## src/rtl/fe_capture_pkg.sv

```systemverilog
// Shared FIFO command codes, field widths and capture FSM state encoding
// for the front-end USB sniff capture path.
package fe_capture_pkg;

  localparam logic [1:0] FE_FIFO_CMD_DATA = 2'd0;
  localparam logic [1:0] FE_FIFO_CMD_STAT = 2'd1;
  localparam logic [1:0] FE_FIFO_CMD_TIME = 2'd2;

  localparam int FE_CMD_W  = 2;
  localparam int FE_DATA_W = 8;
  localparam int FE_STAT_W = 5;
  localparam int FE_LEN_W  = 16;

  typedef enum logic [1:0] {
    ST_IDLE    = 2'd0,
    ST_ARMED   = 2'd1,
    ST_CAPTURE = 2'd2,
    ST_DONE    = 2'd3
  } fe_state_t;

endpackage

```

## src/rtl/fe_capture_skid.sv

```systemverilog
// Two-entry in-order skid queue with bypass. Each cycle it accepts up to two
// new entries (in0 first, then in1) and presents exactly one entry for output:
// the oldest queued entry if any, otherwise in0. Whatever is not presented is
// stored. A TIME+event pair can only be produced after a long idle gap, by
// which point the queue has drained, so occupancy stays within two.
module fe_capture_skid #(
  parameter int W = 8
) (
  input  logic         fe_clk,
  input  logic         reset_n,
  input  logic         flush,
  input  logic [1:0]   in_cnt,
  input  logic [W-1:0] in0,
  input  logic [W-1:0] in1,
  output logic         out_vld,
  output logic [W-1:0] out_d
);

  logic [1:0][W-1:0] q;
  logic [1:0]        occ;

  // Present the oldest entry: queued head first, else the bypassed new entry.
  always_comb begin
    out_vld = (occ != 2'd0) || (in_cnt != 2'd0);
    out_d   = (occ != 2'd0) ? q[0] : in0;
  end

  // Store whatever was not presented this cycle, preserving order.
  always_ff @(posedge fe_clk or negedge reset_n) begin
    if (!reset_n) begin
      occ <= 2'd0;
      q   <= '0;
    end else if (flush) begin
      occ <= 2'd0;
      q   <= '0;
    end else begin
      case (occ)
        2'd0: begin
          if (in_cnt == 2'd2) begin
            q[0] <= in1;
            occ  <= 2'd1;
          end
        end
        2'd1: begin
          if (in_cnt != 2'd0) q[0] <= in0;
          if (in_cnt == 2'd2) begin
            q[1] <= in1;
            occ  <= 2'd2;
          end else if (in_cnt == 2'd0) begin
            occ <= 2'd0;
          end
        end
        default: begin
          q[0] <= q[1];
          if (in_cnt != 2'd0) q[1] <= in0;
          else                occ  <= 2'd1;
        end
      endcase
    end
  end

endmodule

```

## src/rtl/fe_capture.sv

```systemverilog
// Front-end capture: turns sniffed USB bytes and line-status changes into
// DATA/STAT/TIME FIFO entries with delta timestamps.
// Optional feature: define PW_STAT_EVENTS_EN to emit STAT entries on status
// changes that are not accompanied by a data byte.
module fe_capture
  import fe_capture_pkg::*;
#(
  parameter int pTIMESTAMP_FULL_WIDTH  = 16,
  parameter int pTIMESTAMP_SHORT_WIDTH = 3
) (
  input  logic                             fe_clk,
  input  logic                             reset_n,
  input  logic                             I_arm,
  input  logic                             I_match,
  input  logic                             I_timestamps_disable,
  input  logic [FE_LEN_W-1:0]              I_capture_len,
  input  logic                             I_fifo_full,
  input  logic [FE_DATA_W-1:0]             I_data,
  input  logic                             I_data_valid,
  input  logic [FE_STAT_W-1:0]             I_stat,
  output logic [pTIMESTAMP_FULL_WIDTH-1:0] O_capture_time,
  output logic [FE_DATA_W-1:0]             O_capture_data,
  output logic [FE_STAT_W-1:0]             O_capture_stat,
  output logic [FE_CMD_W-1:0]              O_capture_cmd,
  output logic                             O_capture_data_wr,
  output logic                             O_capturing,
  output logic                             O_done,
  output logic                             O_overflow
);

  localparam int TW = pTIMESTAMP_FULL_WIDTH;
  localparam int SW = pTIMESTAMP_SHORT_WIDTH;
  localparam logic [TW-1:0] SHORT_MAX = TW'((1 << SW) - 1);
  localparam logic [TW-1:0] FULL_MAX  = '1;

  typedef struct packed {
    logic [FE_CMD_W-1:0]  cmd;
    logic [TW-1:0]        ts;
    logic [FE_DATA_W-1:0] data;
    logic [FE_STAT_W-1:0] stat;
  } entry_t;

  localparam int EW = $bits(entry_t);

  fe_state_t           state, state_nxt;
  logic                arm_q;
  logic [TW-1:0]       dcnt;
  logic [FE_LEN_W-1:0] len_q, gen_cnt, out_cnt;
  logic                arm_rise, cap_act, stop, ts_en;
  logic                ev_data, ev_stat, ev, need_time, wrap_time, done_hit;
  logic [1:0]          sk_in_cnt;
  entry_t              ev_e, time_e, sk_in0, out_e;
  logic                sk_out_vld;
  logic [EW-1:0]       sk_out_d;

`ifdef PW_STAT_EVENTS_EN
  logic [FE_STAT_W-1:0] stat_q;

  // Previous-cycle status, for change detection.
  always_ff @(posedge fe_clk or negedge reset_n) begin
    if (!reset_n) stat_q <= '0;
    else          stat_q <= I_stat;
  end
`endif

  // Event detection and entry formation for the current cycle.
  always_comb begin
    arm_rise  = I_arm & ~arm_q;
    cap_act   = (state == ST_CAPTURE) && !arm_rise;
    stop      = (len_q != '0) && (gen_cnt == len_q);
    ts_en     = !I_timestamps_disable;
    ev_data   = cap_act && !stop && I_data_valid;
`ifdef PW_STAT_EVENTS_EN
    ev_stat   = cap_act && !stop && !I_data_valid && (I_stat != stat_q);
`else
    ev_stat   = 1'b0;
`endif
    ev        = ev_data || ev_stat;
    need_time = ts_en && ev && (dcnt > SHORT_MAX);
    wrap_time = ts_en && cap_act && !stop && !ev && (dcnt == FULL_MAX);

    ev_e.cmd  = ev_data ? FE_FIFO_CMD_DATA : FE_FIFO_CMD_STAT;
    ev_e.ts   = (ts_en && !need_time) ? {{(TW-SW){1'b0}}, dcnt[SW-1:0]} : '0;
    ev_e.data = ev_data ? I_data : '0;
    ev_e.stat = I_stat;

    time_e.cmd  = FE_FIFO_CMD_TIME;
    time_e.ts   = dcnt;
    time_e.data = '0;
    time_e.stat = '0;

    // A TIME entry always precedes the event it belongs to.
    sk_in_cnt = need_time ? 2'd2 : ((ev || wrap_time) ? 2'd1 : 2'd0);
    sk_in0    = (need_time || wrap_time) ? time_e : ev_e;

    out_e    = entry_t'(sk_out_d);
    done_hit = cap_act && sk_out_vld && (out_e.cmd == FE_FIFO_CMD_DATA) &&
               (len_q != '0) && ((out_cnt + 16'd1) == len_q);
  end

  fe_capture_skid #(.W(EW)) u_skid (
    .fe_clk  (fe_clk),
    .reset_n (reset_n),
    .flush   (arm_rise),
    .in_cnt  (sk_in_cnt),
    .in0     (sk_in0),
    .in1     (ev_e),
    .out_vld (sk_out_vld),
    .out_d   (sk_out_d)
  );

  // State register.
  always_ff @(posedge fe_clk or negedge reset_n) begin
    if (!reset_n) state <= ST_IDLE;
    else          state <= state_nxt;
  end

  // Next-state logic; an arm rising edge wins from any state.
  always_comb begin
    state_nxt = state;
    if (arm_rise) begin
      state_nxt = ST_ARMED;
    end else begin
      case (state)
        ST_ARMED:   if (I_match)  state_nxt = ST_CAPTURE;
        ST_CAPTURE: if (done_hit) state_nxt = ST_DONE;
        default:    state_nxt = state;
      endcase
    end
  end

  // Arm edge detector and capture counters. arm_q resets high so that an arm
  // level already high when reset releases is not mistaken for a new edge.
  always_ff @(posedge fe_clk or negedge reset_n) begin
    if (!reset_n) begin
      arm_q   <= 1'b1;
      dcnt    <= '0;
      len_q   <= '0;
      gen_cnt <= '0;
      out_cnt <= '0;
    end else begin
      arm_q <= I_arm;
      if (arm_rise) begin
        dcnt    <= '0;
        gen_cnt <= '0;
        out_cnt <= '0;
      end else if (state == ST_ARMED && I_match) begin
        len_q   <= I_capture_len;
        dcnt    <= '0;
        gen_cnt <= '0;
        out_cnt <= '0;
      end else if (cap_act) begin
        dcnt <= (ev || wrap_time) ? '0 : dcnt + TW'(1);
        if (ev_data) gen_cnt <= gen_cnt + 16'd1;
        if (sk_out_vld && out_e.cmd == FE_FIFO_CMD_DATA) out_cnt <= out_cnt + 16'd1;
      end
    end
  end

  // Registered FIFO write port; a full FIFO drops the entry and flags overflow.
  always_ff @(posedge fe_clk or negedge reset_n) begin
    if (!reset_n) begin
      O_capture_data_wr <= 1'b0;
      O_capture_cmd     <= '0;
      O_capture_time    <= '0;
      O_capture_data    <= '0;
      O_capture_stat    <= '0;
      O_overflow        <= 1'b0;
    end else begin
      O_capture_data_wr <= 1'b0;
      if (arm_rise) begin
        O_overflow <= 1'b0;
      end else if (cap_act && sk_out_vld) begin
        if (I_fifo_full) begin
          O_overflow <= 1'b1;
        end else begin
          O_capture_data_wr <= 1'b1;
          O_capture_cmd     <= out_e.cmd;
          O_capture_time    <= out_e.ts;
          O_capture_data    <= out_e.data;
          O_capture_stat    <= out_e.stat;
        end
      end
    end
  end

  assign O_capturing = (state == ST_CAPTURE);
  assign O_done      = (state == ST_DONE);

endmodule

```

## config.mk

```make
export PLATFORM = sky130hd
export DESIGN_NAME = fe_capture
export DESIGN_NICKNAME = d
export VERILOG_FILES = /design/src/rtl/fe_capture_pkg.sv /design/src/rtl/fe_capture_skid.sv /design/src/rtl/fe_capture.sv
export SDC_FILE = /design/constraint.sdc
export NUM_CORES = 1
export LEC_CHECK = 0
export ABC_CLOCK_PERIOD_IN_PS = 3200
export BUFFER_PORTS_ARGS = -buffer_cell sky130_fd_sc_hd__buf_2
export CAP_MARGIN = 40
export CORE_MARGIN = 5
export CORE_UTILIZATION = 44
export CTS_CLUSTER_SIZE = 12
export DETAILED_ROUTE_END_ITERATION = 12
export GPL_TIMING_DRIVEN = 0
export PLACE_DENSITY = 0.68
export SLEW_MARGIN = 40
export SYNTH_ARGS = -nofsm -noshare
export SYNTH_HDL_FRONTEND = slang
export SYNTH_HIERARCHICAL = 1
export SYNTH_SLANG_ARGS = --single-unit
export TNS_END_PERCENT = 1
```

## constraint.sdc

```tcl
create_clock -name fe_clk -period 3.2 [get_ports fe_clk]
set_input_delay 0.64 -clock fe_clk [delete_from_list [all_inputs] [get_ports fe_clk]]
set_output_delay 0.64 -clock fe_clk [all_outputs]
set_load 0.005 [all_outputs]
```

==> metrics.md, run 1 <==
| Metric | Value |
|---|---|
| Post-synth ARST share | `100.0%` |
| Port bufs | `70` |
| Minimum clock period | `3213 ps` |
| PwrDens | `around 490 nW/um^2` |
| Top achievable clock speed | `around 0.31 GHz` |
| Average routed wire per standard cell | `18.17 microns` |
| Netlist Area Pre-Place | `around 9500 sq um` |
| Synth-to-Final Area Change | `19.28%` |
| Req. time, crit path | `between 3000 and 4000 ps` |
| Clk buf depth | `2` |
| Final instance area | `roughly 11,000 sq um` |
| Max_cap viols | `0` |
| Cell Rows | `53` |
| Worst min-delay path category | `primary input to async pin` |
| Vias in the first global route | `roughly 7,500` |
| Detailed placement HPWL | `between 15,000 and 20,000 microns` |
| Layout net count | `between 1,000 and 1,500` |
| Placed cells | `1,273` |
| Final setup vio count | `1` |
| I/O pin cnt | `71` |
| Distinct cells, synth | `69` |
| Critical Path Start Type | `flop` |
| Worst setup EP type | `flop` |
| Core area | `about 21,000 sq um` |
| Layout Skew | `9.756 ps` |
| CP Class | `flop to flop` |
| Maximum vdd drop | `about 0.00034 V` |
| Drc violations | `0` |
| Clk Latency, worst-skew pair | `430 ps` |
| Most frequent cells in the layout | `dfrtp_1 (153), mux2_2 (138), buf_2 (88)` |
| Setup TNS | `-12.52 ps` |
| DRT antenna net count | `0` |
| Die height | `roughly 160 microns` |
| Hold Vio Cnt, Final | `0` |
| Die W | `between 150 and 200 microns` |
| Seq/Total Area, Yosys | `between 40% and 50%` |
| CTS clk-pin slew, worst paths | `about 70 ps` |
| Final Non-Filler Cells | `between 1,000 and 1,500` |
| Initial antenna violation count | `2` |
| Yosys reg bits | `roughly 160` |
| Cts bufs inserted | `17` |
| Setup WS post-layout | `-12.52 ps` |
| R2r setup slk | `-10 ps` |
| Outcome | `finished with violations` |
| Worst Tran Pin Value | `about 650 ps` |
| Leakage | `5.474 nW` |
| Grt ovf | `0` |
| Largest net degree at the start of global routing | `69` |
| Cells after synthesis | `roughly 900` |
| Util after Layout | `between 50% and 60%` |
| Layout cells sized above 1 | `between 30 and 40%` |
| Final WL | `roughly 24,000 microns` |
| GP Congestion | `0.8901` |
| First-pass GRT wire length | `just over 40,000 microns` |
| Post-synth EDFFs | `0` |
| Unrepaired setup endpoints after global routing | `true` |
| Num Clock Sinks | `about 160` |
| Top_reg_cell synth | `dfrtp_1` |
| Yosys warnings | `6` |
| Slew margin rel. | `between 50 and 60%` |
| CTS H-tree lvls | `4` |
| Slew Limit Fails | `0` |
| Initial DRT Pass Iterations | `5` |
| DIE AREA | `between 20,000 and 25,000 sq um` |
| Global Route Usage Sum | `20.35%` |
| Detailed-route via count | `around 7,500` |
| First-iteration detailed-routing DRC count | `approximately 550` |
| Initial Util | `between 40 and 50%` |
| CP max FO | `5` |
| Vias per inst | `between 5 and 6` |
| Period utilization | `100.4%` |
| CTS tree | `built` |
| Failing checks | `negative setup slack` |
| Root buffer cell | `clkbuf_16` |
| Commonest non-fill, non-tap cell in the layout | `dfrtp_1` |
| Syn avg cell area | `about 11 sq um` |
| DP Area | `approximately 10,000 sq um` |
| Crit path DAT | `around 3600 ps` |
==> routing by layer <==
metal | routed length, microns | share of wire (%) | global-route usage [%]
met2 | 11430 | 47 | 32.30
met4 | 357 | 1.5 | 5.455
met3 | 1151 | 4.8 | 3.739
met5 | 7 | 0.029 | 0
met1 | 11160 | 46 | 28.82
==> timing repair <==
action / 4_1_cts / 5_1_grt
hold buffers: 0 / 0
cloned: 1 / 0
gates resized for setup: 44 / 24
endpoints found under the setup margin: 108 / 107
setup buffers: 16 / 6
pin swaps: 15 / 10
==> flip-flops by register name (all words and copies together) (netlist names), 5 cells and up <==
| name | cells |
|---|---|
| O_capture_data | 8 |
| out_cnt | 16 |
| dcnt | 16 |
| O_capture_stat | 5 |
| u_skid/q | 62 |
| len_q | 16 |
| gen_cnt | 16 |
| O_capture_time | 16 |
==> logic make-up after synthesis <==
kind of cell             synth area share (%)
adder cells (fa/ha/maj)                0.3954
AND/OR/NAND/NOR                         15.80
AO/OA/AOI/OAI                           12.74
XOR/XNOR                                4.033
flip-flops                              43.24
other                                 0.03950
buffers and inverters                   3.453
multiplexers                            20.30
==> critical path, cell delays in order, from the launching register on <==
cell and delay [ps]:
dfrtp_2 440, nor4_2 310, and4_4 280, nand4bb_4 150
o21ai_4 90, or2_4 270, mux2_4 290, nor3b_4 220
nand3_2 90, or4_4 450, nor3_4 140, nand4_1 190
o21ai_1 190
==> per-stage QoR <==
| step | hold WS, ps | setup slack, ps | power [W] |
|---|---|---|---|
| 2_1_floorplan | 344.4 | 6.619 | 0.003067 |
| 3_5_place_dp | 461.2 | -1012 | 0.003386 |
| 5_1_grt | 98.22 | -153.9 | 0.005801 |
| 6_report | 86.08 | -12.52 | 0.005531 |
| 4_1_cts | 85.78 | -30.79 | 0.005513 |
| 3_3_place_gp | 452.7 | -1293 | 0.003350 |
==> layout make-up <==
class,count,area (sq um)
timing repair buffer,94,580.6
antenna,1,2.502
clock buffer,17,425.4
sequential,164,4118
multi-input combinational,693,5359
fill,1869,9829
buffer,57,309.0
tap,275,344.1
clock inverter,15,145.1
inverter,11,41.29
==> synthesized netlist by cell type (3+ instances only) <==
library cell,n,area [sq um]
o22ai_1,4,25.02
ha_1,3,37.54
nand2b_1,6,37.54
o211ai_1,4,30.03
nor2_1,35,131.4
nor2b_1,10,62.56
and2b_1,3,22.52
inv_1,9,33.78
and2_1,36,225.2
mux2i_1,35,350.3
dfrtp_1,163,4079
o31ai_1,10,75.07
o21ai_0,33,165.2
a21o_1,31,232.7
nand3_1,19,95.09
clkbuf_1,27,101.4
and3_1,7,43.79
xor2_1,20,175.2
or3_1,9,56.30
nand2_1,53,198.9
a22o_1,32,280.3
a31oi_1,9,56.30
o311ai_0,3,26.28
a21oi_1,26,130.1
buf_2,22,110.1
nor4_1,7,43.79
nand4_1,22,137.6
xnor2_1,21,183.9
buf_4,6,45.04
mux2_2,140,1577
and4_1,8,70.07
nor3_1,39,195.2
==> power breakdown <==
part	leakage, nW	internal [W]	switching [W]
logic	3.00	0.000533	0.000524
clock network	0.271	0.00109	0.000925
registers	2.21	0.00225	0.000210
total	5.47	0.00387	0.00166
==> worst paths after layout <==
kind                            cells after the start                end          from
max in group asynchronous                           2  O_capture_time[3]       reset_n
worst min register to register                      1       u_skid/q[55]  u_skid/q[55]
worst min-delay path                                1           len_q[3]       reset_n
min in group fe_clk                                 1              arm_q         I_arm
worst max-delay path                               12           state[0]     len_q[12]
worst max register to register                     12           state[0]     len_q[12]
Power figures use the tool's default switching activity.
==> run 2, diff against run 1 <==
Settings changed: CORE_MARGIN 5 to 2, TNS_END_PERCENT 1 to 50.
==> run 2 against run 1 <==
Worst setup slack worse by 160 ps. Via count is 0.55% higher. Register-to-register slack worse by 160 ps. The run still ends with negative setup slack left. Critical path type unchanged. Core utilization is 0.52 points higher. Critical endpoint unchanged. Sequential cell count stayed put. Die area is 7.5% lower.
==> metrics.md, run 2 (same netlist as run 1, synthesis figures left out) <==
| Metric | Value |
|---|---|
| Logic pwr share | `18.3% (was 19.1%)` |
| First-pass GRT wire length | `38,850 microns (was 40,230 microns)` |
| CP max FO | `12 (was 5)` |
| Largest register FFs | `62 (unchanged)` |
| Detailed placement HPWL | `16,480 microns (was 16,870 microns)` |
| CTS tree | `built (unchanged)` |
| DRT antenna net count | `0 (unchanged)` |
| Unrepaired setup endpoints after global routing | `true (unchanged)` |
| Worst Tran Pin Value | `651.6 ps (was 654.5 ps)` |
| Layout Skew | `24.19 ps (was 9.756 ps)` |
| Slew Limit Fails | `0 (unchanged)` |
| Critical Path Start Type | `flop (unchanged)` |
| Number of cells on the critical path | `13 (was 12)` |
| Final instance area | `11,400 sq um (was 11,320 sq um)` |
| Initial Util | `45.02% (was 44.88%)` |
| Final WL | `23,950 microns (was 24,110 microns)` |
| Grt ovf | `0 (unchanged)` |
| Final setup vio count | `1 (unchanged)` |
| Cell Rows | `53 (unchanged)` |
| Top achievable clock speed | `0.2964 GHz (was 0.3113 GHz)` |
| Clk buf depth | `2 (unchanged)` |
| R2r setup slk | `-170 ps (was -10 ps)` |
| Biggest register | `u_skid/q (unchanged)` |
| Root buffer cell | `clkbuf_16 (unchanged)` |
| Synth-to-Final Area Change | `20.06% (was 19.28%)` |
| Period utilization | `105.4% (was 100.4%)` |
| Clock share of power | `39.0% (was 36.5%)` |
| Critical-path top delay cell | `or4_4 (unchanged)` |
| DIE AREA | `22,770 sq um (was 24,610 sq um)` |
| Leakage | `5.521 nW (was 5.474 nW)` |
| Initial antenna violation count | `0 (was 2)` |
| Global Route Usage Sum | `21.67% (was 20.35%)` |
| Average routed wire per standard cell | `18.02 microns (was 18.17 microns)` |
| Vias per inst | `5.664 (was 5.642)` |
| First-iteration detailed-routing DRC count | `450 (was 549)` |
| Vias in the first global route | `7,322 (was 7,466)` |
| WHS | `134.0 ps (was 86.08 ps)` |
| Die W | `150.9 microns (was 156.9 microns)` |
| Critical path origin | `gen_cnt[0] (was len_q[12])` |
| Req. time, crit path | `3540 ps (was 3550 ps)` |
| GP Congestion | `0.8669 (was 0.8901)` |
| Filler cell count | `1,872 (was 1,869)` |
| Placed cells | `1,273 (unchanged)` |
| CP Class | `flop to flop (unchanged)` |
| CP cell instances | `xor2_1 > nor4_2 > nand2_1 > o21ai_4 > a21oi_4 > buf_6 > mux2_4 > nor3b_4 > nand3_2 > or4_4 > nor3_4 > nand4_1 > o21ai_1 (was nor4_2 > and4_4 > nand4bb_4 > o21ai_4 > or2_4 > mux2_4 > nor3b_4 > nand3_2 > or4_4 > nor3_4 > nand4_1 > o21ai_1)` |
| FF-to-FF End | `state[0] (unchanged)` |
| Largest net degree at the start of global routing | `65 (was 69)` |
| Slew margin rel. | `56.56% (was 56.37%)` |
| Internal power | `0.004117 W (was 0.003871 W)` |
| Drc violations | `0 (unchanged)` |
| Port bufs | `70 (unchanged)` |
| Ant. Diodes | `0 (was 1)` |
| CP top delay family | `simple AND/OR/NAND/NOR gates (unchanged)` |
| Critical path capture point | `state[0] (unchanged)` |
| Detailed-route via count | `7,528 (was 7,487)` |
| Crit path DAT | `3720 ps (was 3560 ps)` |
| Clk Latency, worst-skew pair | `440 ps (was 430 ps)` |
| Most frequent cells in the layout | `dfrtp_1 (145), mux2_2 (138), buf_2 (88) (was dfrtp_1 (153), mux2_2 (138), buf_2 (88))` |
| Layout cells sized above 1 | `33.97% (was 33.49%)` |
| Maximum vdd drop | `0.0003346 V (was 0.0003444 V)` |
| Hold Vio Cnt, Final | `0 (unchanged)` |
| Num Clock Sinks | `164 (unchanged)` |
| Die height | `150.9 microns (was 156.9 microns)` |
| R2r startpoint | `gen_cnt[0] (was len_q[12])` |
| Worst min-delay path category | `primary input to async pin (unchanged)` |
| CTS H-tree lvls | `4 (unchanged)` |
| Outcome | `finished with violations (unchanged)` |
| CTS clk-pin slew, worst paths | `70 ps (about the same)` |
| PwrDens | `504.6 nW/um^2 (was 488.4 nW/um^2)` |
| Worst setup EP type | `flop (unchanged)` |
| Slowest cell delay on critical path | `460 ps (was 450 ps)` |
| Psw | `0.001635 W (was 0.001660 W)` |
| Flop pwr share | `42.7% (was 44.4%)` |
| I/O pin cnt | `71 (unchanged)` |
| Reg2Reg Depth | `13 (was 12)` |
| Final Non-Filler Cells | `1,329 (was 1,327)` |
| Max_cap viols | `0 (unchanged)` |
| Initial DRT Pass Iterations | `5 (unchanged)` |
| Layout net count | `1,081 (was 1,077)` |
| Sw Share | `28.42% (was 30.01%)` |
| Setup WS post-layout | `-173.7 ps (was -12.52 ps)` |
| Commonest non-fill, non-tap cell in the layout | `dfrtp_1 (unchanged)` |
| Overall Power | `0.005752 W (was 0.005531 W)` |
| DP Area | `10,360 sq um (about the same)` |
| Cts bufs inserted | `17 (unchanged)` |
| Failing checks | `negative setup slack (unchanged)` |
| Minimum clock period | `3374 ps (was 3213 ps)` |
| Worst path bufs/invs | `1 (was 0)` |
| Core area | `21,090 sq um (was 21,150 sq um)` |
run 2: cell types whose count changed in the layout (fill, tap and decap cells not counted), moves of 3 or more:
cell        previous run  this run
dfrtp_1              153       145
dfrtp_2               10        18
buf_4                 32        36
bufinv_16              1         4
clkinvlp_4             4         1
run 2: how the worst min path moves through the flow:
| stage | from | end | depth (start not counted) |
|---|---|---|---|
| floorplan | reset_n | O_capture_cmd[0] | 0 |
| global placement | u_skid/q[58] | u_skid/q[58] | 1 |
| detailed placement | u_skid/q[52] | u_skid/q[52] | 1 |
| CTS | reset_n | O_capture_data_wr | 1 |
| global route | reset_n | O_capture_time[12] | 1 |
| finish | reset_n | O_capture_time[12] | 1 |
run 2: layer usage:
layer | track usage (%) | vias up | part of all wire [%]
met5 | 0 | - | 0
met4 | 5.140 | 0 | 1.1
met3 | 3.343 | 21 | 3.3
met2 | 34.66 | 155 | 47
met1 | 31.04 | 3782 | 48
li1 | - | 3570 | -
run 2: power by group through the flow:
stage | clock [W] | combinational [W] | sequential, W
floorplan | 0 | 0.000653 | 0.00241
global placement | 0 | 0.000872 | 0.00248
detailed placement | 0 | 0.000900 | 0.00249
CTS | 0.00228 | 0.00101 | 0.00245
global route | 0.00238 | 0.00115 | 0.00247
finish | 0.00224 | 0.00105 | 0.00245
run 2: area by class of cell:
| cell class | count | area [sq um] | share of cell area (%) |
|---|---|---|---|
| buffer | 57 | 307.8 | 2.700 |
| clock buffer | 18 | 439.2 | 3.853 |
| clock inverter | 13 | 196.4 | 1.723 |
| inverter | 11 | 41.29 | 0.3622 |
| multi-input combinational | 692 | 5324 | 46.71 |
| sequential | 164 | 4128 | 36.21 |
| tap | 275 | 344.1 | 3.019 |
| timing repair buffer | 99 | 618.1 | 5.423 |
run 2: what timing repair did:
item                                    in CTS  in global routing
buffers inserted                            15                 12
pin swaps                                   15                 10
endpoints found under the setup margin     108                106
hold buffers                                 0                  0
resized for setup                           50                 16
run 2: per-stage QoR:
step / setup slack [ps] / setup TNS [ps] / util [%]
6_report: -173.7 / -173.7 / 54.05
5_1_grt: -310.1 / -952.0 / 54.05
4_1_cts: -78.52 / -78.52 / 53.49
3_5_place_dp: -1083 / -50200 / 49.12
3_3_place_gp: -1262 / -250030 / 48.81
2_1_floorplan: 6.619 / 0 / -
